### config.mk
export PLATFORM = sky130hd
export DESIGN_NAME = lifo_reverse_controller_flat
export DESIGN_NICKNAME = d
export VERILOG_FILES = /design/src/rtl/lifo_reverse_controller_if.sv /design/src/rtl/lifo_reverse_controller.sv /design/src/flat_wrapper.sv
export SDC_FILE = /design/constraint.sdc
export NUM_CORES = 1
export LEC_CHECK = 0
export BUFFER_PORTS_ARGS = -buffer_cell sky130_fd_sc_hd__clkbuf_2
export CAP_MARGIN = 30
export CORE_UTILIZATION = 35
export CTS_BUF_LIST = sky130_fd_sc_hd__clkbuf_4
export DETAILED_ROUTE_END_ITERATION = 10
export PLACE_DENSITY_LB_ADDON = 0.15
export RECOVER_POWER = 50
export SETUP_SLACK_MARGIN = 0.2
export SYNTH_ARGS = -nofsm -noshare
export SYNTH_HDL_FRONTEND = slang
export SYNTH_SLANG_ARGS = --single-unit
### constraint.sdc
create_clock -name Clk_In -period 1.9 [get_ports Clk_In]
set_input_delay 0.38 -clock Clk_In [delete_from_list [all_inputs] [get_ports Clk_In]]
set_output_delay 0.38 -clock Clk_In [all_outputs]
set_load 0.01 [all_outputs]
### src/rtl/lifo_reverse_controller_if.sv
// ---------------------------------------------------------------------------
// lifo_reverse_controller_if
// Bundles the three byte-wide links of the LIFO reverse controller:
//   In_*    : upstream valid/ready byte stream with frame marker
//   Out_*   : downstream valid/ready byte stream (reversed order)
//   Stack_* : Push/Pop/Peek port of the external 8-bit LIFO stack
// modport master : the controller side
// modport slave  : the surrounding environment (source, sink and stack)
// ---------------------------------------------------------------------------
interface lifo_reverse_controller_if #(
    parameter int DATA_WIDTH = 8
);
    logic [DATA_WIDTH-1:0] In_Data;
    logic                  In_Valid;
    logic                  In_Last;
    logic                  In_Ready;

    logic [DATA_WIDTH-1:0] Out_Data;
    logic                  Out_Valid;
    logic                  Out_Last;
    logic                  Out_Ready;

    logic [DATA_WIDTH-1:0] Stack_Data_Out;
    logic                  Stack_Push_Out;
    logic                  Stack_Pop_Out;
    logic                  Stack_Peek_Out;
    logic [DATA_WIDTH-1:0] Stack_Data_In;
    logic                  Stack_Empty_In;
    logic                  Stack_Full_In;

    modport master (
        input  In_Data, In_Valid, In_Last,
        output In_Ready,
        output Out_Data, Out_Valid, Out_Last,
        input  Out_Ready,
        output Stack_Data_Out, Stack_Push_Out, Stack_Pop_Out, Stack_Peek_Out,
        input  Stack_Data_In, Stack_Empty_In, Stack_Full_In
    );

    modport slave (
        output In_Data, In_Valid, In_Last,
        input  In_Ready,
        input  Out_Data, Out_Valid, Out_Last,
        output Out_Ready,
        input  Stack_Data_Out, Stack_Push_Out, Stack_Pop_Out, Stack_Peek_Out,
        output Stack_Data_In, Stack_Empty_In, Stack_Full_In
    );
endinterface

### src/rtl/lifo_reverse_controller.sv
// ---------------------------------------------------------------------------
// lifo_reverse_controller
// Pushes an incoming byte stream into an external LIFO stack and, on frame
// end or stack full, drains it with Peek+Pop pairs so the bytes leave in
// reverse order on a registered valid/ready output stream.
// Ports:
//   Clk_In         : single clock, rising edge
//   Reset_In       : asynchronous active-low reset (also resets the stack)
//   ctl            : In_*/Out_*/Stack_* links (interface, master side)
//   Sync_Error_Out : sticky flag, stack reported empty while bytes were owed
// ---------------------------------------------------------------------------
module lifo_reverse_controller #(
    parameter int DATA_WIDTH = 8,
    parameter int DEPTH      = 8
) (
    input  logic                        Clk_In,
    input  logic                        Reset_In,
    lifo_reverse_controller_if.master   ctl,
    output logic                        Sync_Error_Out
);
    localparam int CW = $clog2(DEPTH + 1);

    localparam logic [1:0] ST_FILL = 2'd0;
    localparam logic [1:0] ST_PEEK = 2'd1;
    localparam logic [1:0] ST_POP  = 2'd2;
    localparam logic [1:0] ST_HOLD = 2'd3;

    logic [1:0]            state_q,     state_d;
    logic [CW-1:0]         fill_q,      fill_d;
    logic                  frame_end_q, frame_end_d;
    logic [DATA_WIDTH-1:0] out_data_q,  out_data_d;
    logic                  out_valid_q, out_valid_d;
    logic                  out_last_q,  out_last_d;
    logic                  sync_err_q,  sync_err_d;

    logic                  in_ready;
    logic                  accept;
    logic [CW-1:0]         fill_inc;

    // In_Ready is gated by reset so no push strobe can escape while the
    // stack is being held in reset.
    assign in_ready = Reset_In && (state_q == ST_FILL) &&
                      (fill_q < CW'(DEPTH)) && !ctl.Stack_Full_In;
    assign accept   = ctl.In_Valid && in_ready;
    assign fill_inc = fill_q + CW'(1);

    assign ctl.In_Ready       = in_ready;
    assign ctl.Stack_Data_Out = ctl.In_Data;
    // Strobes are decoded from disjoint conditions, so at most one is high.
    assign ctl.Stack_Push_Out = accept;
    assign ctl.Stack_Peek_Out = (state_q == ST_PEEK);
    assign ctl.Stack_Pop_Out  = (state_q == ST_POP);

    assign ctl.Out_Data   = out_data_q;
    assign ctl.Out_Valid  = out_valid_q;
    assign ctl.Out_Last   = out_last_q;
    assign Sync_Error_Out = sync_err_q;

    always_comb begin
        state_d     = state_q;
        fill_d      = fill_q;
        frame_end_d = frame_end_q;
        out_data_d  = out_data_q;
        out_valid_d = out_valid_q;
        out_last_d  = out_last_q;
        sync_err_d  = sync_err_q;

        case (state_q)
            ST_FILL: begin
                if (accept) begin
                    fill_d = fill_inc;
                    if (ctl.In_Last || (fill_inc == CW'(DEPTH))) begin
                        state_d     = ST_PEEK;
                        frame_end_d = ctl.In_Last;
                    end
                end
            end
            ST_PEEK: begin
                // Stack disagrees with our count: abandon the chunk.
                if (ctl.Stack_Empty_In) begin
                    sync_err_d  = 1'b1;
                    fill_d      = '0;
                    frame_end_d = 1'b0;
                    state_d     = ST_FILL;
                end else begin
                    state_d = ST_POP;
                end
            end
            ST_POP: begin
                // Stack_Data_In carries the value latched by the previous Peek.
                out_data_d  = ctl.Stack_Data_In;
                out_valid_d = 1'b1;
                out_last_d  = frame_end_q && (fill_q == CW'(1));
                fill_d      = fill_q - CW'(1);
                state_d     = ST_HOLD;
            end
            default: begin // ST_HOLD
                if (ctl.Out_Ready) begin
                    out_valid_d = 1'b0;
                    out_last_d  = 1'b0;
                    if (fill_q == '0) begin
                        state_d     = ST_FILL;
                        frame_end_d = 1'b0;
                    end else begin
                        state_d = ST_PEEK;
                    end
                end
            end
        endcase
    end

    always_ff @(posedge Clk_In or negedge Reset_In) begin
        if (!Reset_In) begin
            state_q     <= ST_FILL;
            fill_q      <= '0;
            frame_end_q <= 1'b0;
            out_data_q  <= '0;
            out_valid_q <= 1'b0;
            out_last_q  <= 1'b0;
            sync_err_q  <= 1'b0;
        end else begin
            state_q     <= state_d;
            fill_q      <= fill_d;
            frame_end_q <= frame_end_d;
            out_data_q  <= out_data_d;
            out_valid_q <= out_valid_d;
            out_last_q  <= out_last_d;
            sync_err_q  <= sync_err_d;
        end
    end
endmodule
### src/flat_wrapper.sv
// flat-port wrapper written by rule: the top's interface ports become plain ports
module lifo_reverse_controller_flat 
#(
    parameter int DATA_WIDTH = 8,
    parameter int DEPTH      = 8
)
  (Clk_In, Reset_In, Sync_Error_Out, ctl_In_Data, ctl_In_Valid, ctl_In_Last, ctl_In_Ready, ctl_Out_Data, ctl_Out_Valid, ctl_Out_Last, ctl_Out_Ready, ctl_Stack_Data_Out, ctl_Stack_Push_Out, ctl_Stack_Pop_Out, ctl_Stack_Peek_Out, ctl_Stack_Data_In, ctl_Stack_Empty_In, ctl_Stack_Full_In);
  lifo_reverse_controller_if #(.DATA_WIDTH(DATA_WIDTH)) ctl_i ();
  input  logic Clk_In;
  input  logic Reset_In;
  output logic Sync_Error_Out;
  input wire logic [$bits(ctl_i.In_Data)-1:0] ctl_In_Data;
  input wire logic [$bits(ctl_i.In_Valid)-1:0] ctl_In_Valid;
  input wire logic [$bits(ctl_i.In_Last)-1:0] ctl_In_Last;
  output wire logic [$bits(ctl_i.In_Ready)-1:0] ctl_In_Ready;
  output wire logic [$bits(ctl_i.Out_Data)-1:0] ctl_Out_Data;
  output wire logic [$bits(ctl_i.Out_Valid)-1:0] ctl_Out_Valid;
  output wire logic [$bits(ctl_i.Out_Last)-1:0] ctl_Out_Last;
  input wire logic [$bits(ctl_i.Out_Ready)-1:0] ctl_Out_Ready;
  output wire logic [$bits(ctl_i.Stack_Data_Out)-1:0] ctl_Stack_Data_Out;
  output wire logic [$bits(ctl_i.Stack_Push_Out)-1:0] ctl_Stack_Push_Out;
  output wire logic [$bits(ctl_i.Stack_Pop_Out)-1:0] ctl_Stack_Pop_Out;
  output wire logic [$bits(ctl_i.Stack_Peek_Out)-1:0] ctl_Stack_Peek_Out;
  input wire logic [$bits(ctl_i.Stack_Data_In)-1:0] ctl_Stack_Data_In;
  input wire logic [$bits(ctl_i.Stack_Empty_In)-1:0] ctl_Stack_Empty_In;
  input wire logic [$bits(ctl_i.Stack_Full_In)-1:0] ctl_Stack_Full_In;
  assign ctl_i.In_Data = ctl_In_Data;
  assign ctl_i.In_Valid = ctl_In_Valid;
  assign ctl_i.In_Last = ctl_In_Last;
  assign ctl_In_Ready = ctl_i.In_Ready;
  assign ctl_Out_Data = ctl_i.Out_Data;
  assign ctl_Out_Valid = ctl_i.Out_Valid;
  assign ctl_Out_Last = ctl_i.Out_Last;
  assign ctl_i.Out_Ready = ctl_Out_Ready;
  assign ctl_Stack_Data_Out = ctl_i.Stack_Data_Out;
  assign ctl_Stack_Push_Out = ctl_i.Stack_Push_Out;
  assign ctl_Stack_Pop_Out = ctl_i.Stack_Pop_Out;
  assign ctl_Stack_Peek_Out = ctl_i.Stack_Peek_Out;
  assign ctl_i.Stack_Data_In = ctl_Stack_Data_In;
  assign ctl_i.Stack_Empty_In = ctl_Stack_Empty_In;
  assign ctl_i.Stack_Full_In = ctl_Stack_Full_In;
  lifo_reverse_controller #(.DATA_WIDTH(DATA_WIDTH), .DEPTH(DEPTH)) u_core (.Clk_In(Clk_In), .Reset_In(Reset_In), .ctl(ctl_i), .Sync_Error_Out(Sync_Error_Out));
endmodule
Word-level counts from Yosys, hierarchy flattened
Cells that the tools add are included.

$add $sub $neg: 2. Order comparisons: 1. Equality and inequality tests: 7. Mux-type cells: 18. Bitwise operators: 2. Reductions and logical operators: 20.

Operators with widths (count): $pmux W4 S3 (1); $reduce_bool A3 Y1 (3); $mux W2 (4); $mux W4 (2); $mux W1 (7); $pmux W2 S3 (1); $reduce_and A3 Y1 (2); $reduce_and A6 Y1 (1); $logic_and A1 B1 Y1 (5); $add A4 B1 Y4 const B (1); $eq A4 B1 Y1 const B (1); $eq A4 B4 Y1 const B (1); $logic_not A4 Y1 (1); $lt A4 B4 Y1 const B (1); $ne A2 B2 Y1 const B (2); $pmux W1 S2 (2); $reduce_and A2 Y1 (2); $reduce_bool A4 Y1 (1); $sub A4 B1 Y4 const B (1); $pmux W1 S3 (1); $eq A2 B1 Y1 const B (1); $eq A2 B2 Y1 const B (1); $logic_not A2 Y1 (1); $ne A2 B1 Y1 const B (1); other kinds (5) (6).

Register bits: 18. Bits of input ports: 23. Output and inout bits: 23. Logic and storage cells: 57.

Logic depth before layout (Yosys ltp)
Depth after elaboration: 7. Gate-level depth with buffers: 7. Mapped depth without buffers: 6.

Worst setup path before layout
Ideal clock, no wire load.

Path kind: reg-to-output. Start: register u_core.state_q[0]. End: output port ctl_In_Ready. Arrival: 1528 ps. Data required time: 1520 ps. Slack: -8 ps. Cell stages (with the launch flop): 6. Path buffers: 1. Cell sequence: dfrtp_1 inv_1 ha_1 clkbuf_1 inv_1 nor4b_1.

Word-level cells in the longest chain between the ends: 4.

Ends and longest elaborated chain: start: declaration (RTL line lifo_reverse_controller.sv:28) `logic [1:0] state_q, state_d;`; start signal: assignment (RTL line lifo_reverse_controller.sv:122) `state_q <= state_d;`; $logic_not A2 Y1 (RTL line lifo_reverse_controller.sv:42) `assign in_ready = Reset_In && (state_q == ST_FILL) &&`; $logic_and A1 B1 Y1 (2 in series) (RTL line lifo_reverse_controller.sv:42); $logic_and A1 B1 Y1 (RTL line lifo_reverse_controller.sv:43) `(fill_q < CW'(DEPTH)) && !ctl.Stack_Full_In;`; end: declaration (RTL line flat_wrapper.sv:15) `output wire logic [$bits(ctl_i.In_Ready)-1:0] ctl_In_Ready;`.

No other way between the ends.

Final worst setup path
Ends and elaborated chain as after synthesis.

==> impl_results.md <==
- Max-Slew Margin vs Limit: 43.72%
- FF+latch count, synth: 18
- Critical Setup Path Class: reg -> out
- Dpl cell area: 1320 um^2
- CORE AREA: 3103 um^2
- Pwr/cell area: 1686 nW/um^2
- Ant diodes: 0
- Mapped Area: 1171 um^2
- Achievable frequency: 0.5756 GHz
- Clock Skews: 0.004772 ns
- Vias in the first global route: 895
- Pin count of the biggest net entering global routing: 17
- TritonCTS clock tree: done
- 1st-iter DRT viols: 42
- Setup violations, final: 0
- DRC: 0
- Die area: 3581 um^2
- Die W: 59.85 um
- Port Buf Inserts: 29
- Initial Util: 37.74%
- Avg Cell Area, Syn: 10.65 um^2
- Crit path DAT: 1.36 ns
- CTS max path bufs: 2
- CP startpoint kind: flop
- Yosys warning total: 0
- First-pass GRT wire length: 4022 um
- Cells after Synth: 110
- RSZ-0062 raised after global routing: true
- Design area: 1444 um^2
- Clock-pin slew on the worst setup and hold paths: 0.11 ns
- Antenna violations before repair: 0
- Num CTS Buffers: 3
- Chip height: 59.85 um
- Layout cells sized above 1: 44.76%
- Hold Vio Cnt, Final: 0
- Drt wl/cell: 13.26 um
- Netlist cell types: 40
- Vias per cell: 4.989
- Worst EP required: 1.52 ns
- Syn nets: 141
- Final Non-Filler Cells: 187
- Root buffer cell: clkbuf_4
- Crit. End Element: primary output
- Site row count: 20
- Clock sink total: 18
- Antenna viol nets, final: 0
- Most frequent cells in the layout: clkbuf_2 (24), dfrtp_1 (17), buf_4 (11), mux2_2 (8), nand2_1 (7)
- Final HPWL DP: 1844 um
- Total negative slack: 0 ns
- Slew at the pin with the worst max-slew slack: 0.8442 ns
- Final #Nets: 175
- Reg-to-reg setup timing slack: 0.23 ns
- Final min period: 1.737 ns
- Max Slew Vio Count: 0
- Peak supply drop: 0.5745 mV
- IO Pins: 46
- DR vias: 933
- Clk_lat worst skew: 0.29 ns
- Gr usage total: 15.08%
- Area delta synth->final: 23.29%
- Routed WL: 2479 um
- # H-tree levels: 1
- DRT Pass-1 Iters: 4
- Grt ovf: 0
- Final period utilization: 91.43%
- Pre-CTS setup slack: 0.2528 ns
- Hold Path Class: in -> reg
- GPL Wtd Cong: 0.7738
- Final Worst Setup Slack: 0.1627 ns
- Post-Place Cells: 174
- Status: completed
- LEAKAGE: 0.0006572 uW
- Post-synthesis sequential area ratio: 38.46%
- Maxcap violations: 0
- Most common cell after layout, fill and taps aside: clkbuf_2
- CP Max Fanout: 2
## synth_stat cells
| library cell | number | area, um^2 |
|---|---|---|
| a2111oi_4 | 1 | 27.53 |
| nor4b_1 | 1 | 8.760 |
| or3_1 | 1 | 6.260 |
| buf_4 | 8 | 60.06 |
| nor2b_1 | 1 | 6.260 |
| and3_1 | 2 | 12.51 |
| nand4bb_4 | 1 | 27.53 |
| dfrtp_1 | 18 | 450.4 |
| a211o_4 | 1 | 17.52 |
| a21oi_1 | 5 | 25.02 |
| o31ai_2 | 1 | 12.51 |
| o41ai_1 | 1 | 8.760 |
| o22ai_1 | 2 | 12.51 |
| a32o_1 | 1 | 10.01 |
| mux2i_1 | 1 | 10.01 |
| a211oi_2 | 1 | 12.51 |
| mux2_2 | 8 | 90.09 |
| nor2_1 | 6 | 22.52 |
| a311oi_1 | 1 | 8.760 |
| nand3_1 | 2 | 10.01 |
| inv_1 | 7 | 26.28 |
| nand3b_4 | 1 | 20.02 |
| a2bb2oi_1 | 1 | 8.760 |
| a22oi_1 | 1 | 7.510 |
| o221ai_1 | 1 | 8.760 |
| o2bb2ai_1 | 1 | 8.760 |
| nand2_1 | 7 | 26.28 |
| o21ai_0 | 6 | 30.03 |
| a22o_1 | 1 | 8.760 |
| a21bo_2 | 1 | 10.01 |
| o31ai_1 | 1 | 7.510 |
| nand4b_1 | 1 | 8.760 |
| ha_1 | 8 | 100.1 |
| clkbuf_1 | 3 | 11.26 |
| o21a_1 | 1 | 7.510 |
| buf_6 | 1 | 11.26 |
| o21ai_1 | 2 | 10.01 |
| buf_2 | 1 | 5.000 |
| nor3b_1 | 1 | 7.510 |
| a21o_1 | 1 | 7.510 |
## power breakdown
| part | internal [uW] | switching [uW] | leakage, uW |
|---|---|---|---|
| Combinational | 757 | 801 | 0.000427 |
| Sequential | 557 | 123 | 0.000215 |
| Clock | 76.3 | 119 | 0.0000154 |
## path summary, 6_finish.rpt
kind,start,endpoint,cells after the start
min,ctl_Stack_Data_In[3],u_core.ctl.Out_Data[3],2
max reg2reg,u_core.state_q[1],u_core.fill_q[1],7
min in group asynchronous,Reset_In,u_core.ctl.Out_Last,2
max,u_core.state_q[0],ctl_In_Ready,5
max in group asynchronous,Reset_In,u_core.fill_q[3],2
min reg2reg,u_core.Sync_Error_Out,u_core.Sync_Error_Out,1
## timing repair
item	in CTS	in global routing
pin swaps	2	4
gates resized for setup	8	6
setup endpoints to repair	3	8
hold buffers	1	0
endpoints found under the hold margin	2	0
buffers inserted	4	4
## critical path: stages, from the launching register on
cell and delay (ns):
dfrtp_1 0.41, inv_2 0.09, ha_4 0.15, inv_4 0.03, nor4b_2 0.23, buf_2 0.16
## cells by family (layout without fill, tap and decap cells)
| kind of cell | Yosys count | after routing | synth area share [%] |
|---|---|---|---|
| DFF | 18 | 18 | 38.46 |
| and+or+nand+nor | 24 | 24 | 13.36 |
| buffers and inverters | 20 | 53 | 9.722 |
| muxes | 9 | 9 | 8.547 |
| AOI/OAI and AO/OA | 31 | 31 | 21.37 |
| adders and majority gates | 8 | 8 | 8.547 |
## metal layers
metal / wire length, um / global-route usage, % / vias to the layer above / part of all wire, %
met1: 1104 / 19.89 / 438 / 45
met2: 1195 / 24.13 / 35 / 48
li1: - / - / 458 / -
met5: 0 / 0 / - / 0
met3: 163 / 3.030 / 2 / 6.6
met4: 15 / 5.980 / 0 / 0.61
## state kept, by name (all words and copies together), names as in the netlist
name and flops:
u_core.Sync_Error_Out 1, u_core.ctl.Out_Data 8, u_core.ctl.Out_Last 1, u_core.ctl.Out_Valid 1, u_core.fill_q 4, u_core.frame_end_q 1, u_core.state_q 2
## layout make-up
cell class	count	area, um^2
Inverter	7	28.78
Multi-Input combinational cell	72	644.4
Fill cell	314	1659
Clock inverter	1	3.754
Clock buffer	3	22.52
Timing Repair Buffer	42	237.7
Tap cell	44	55.05
Sequential cell	18	451.7
## stage by stage
stage	power [uW]	hold WS, ns	util, %
after floorplan	1675	0.08441	-
after global placement	2001	0.2120	42.54
after detailed placement	2032	0.2147	42.54
after CTS	2372	0.1115	45.28
after global routing	2650	0.2871	46.53
final	2434	0.3115	46.53
Power figures use the tool's default switching activity.
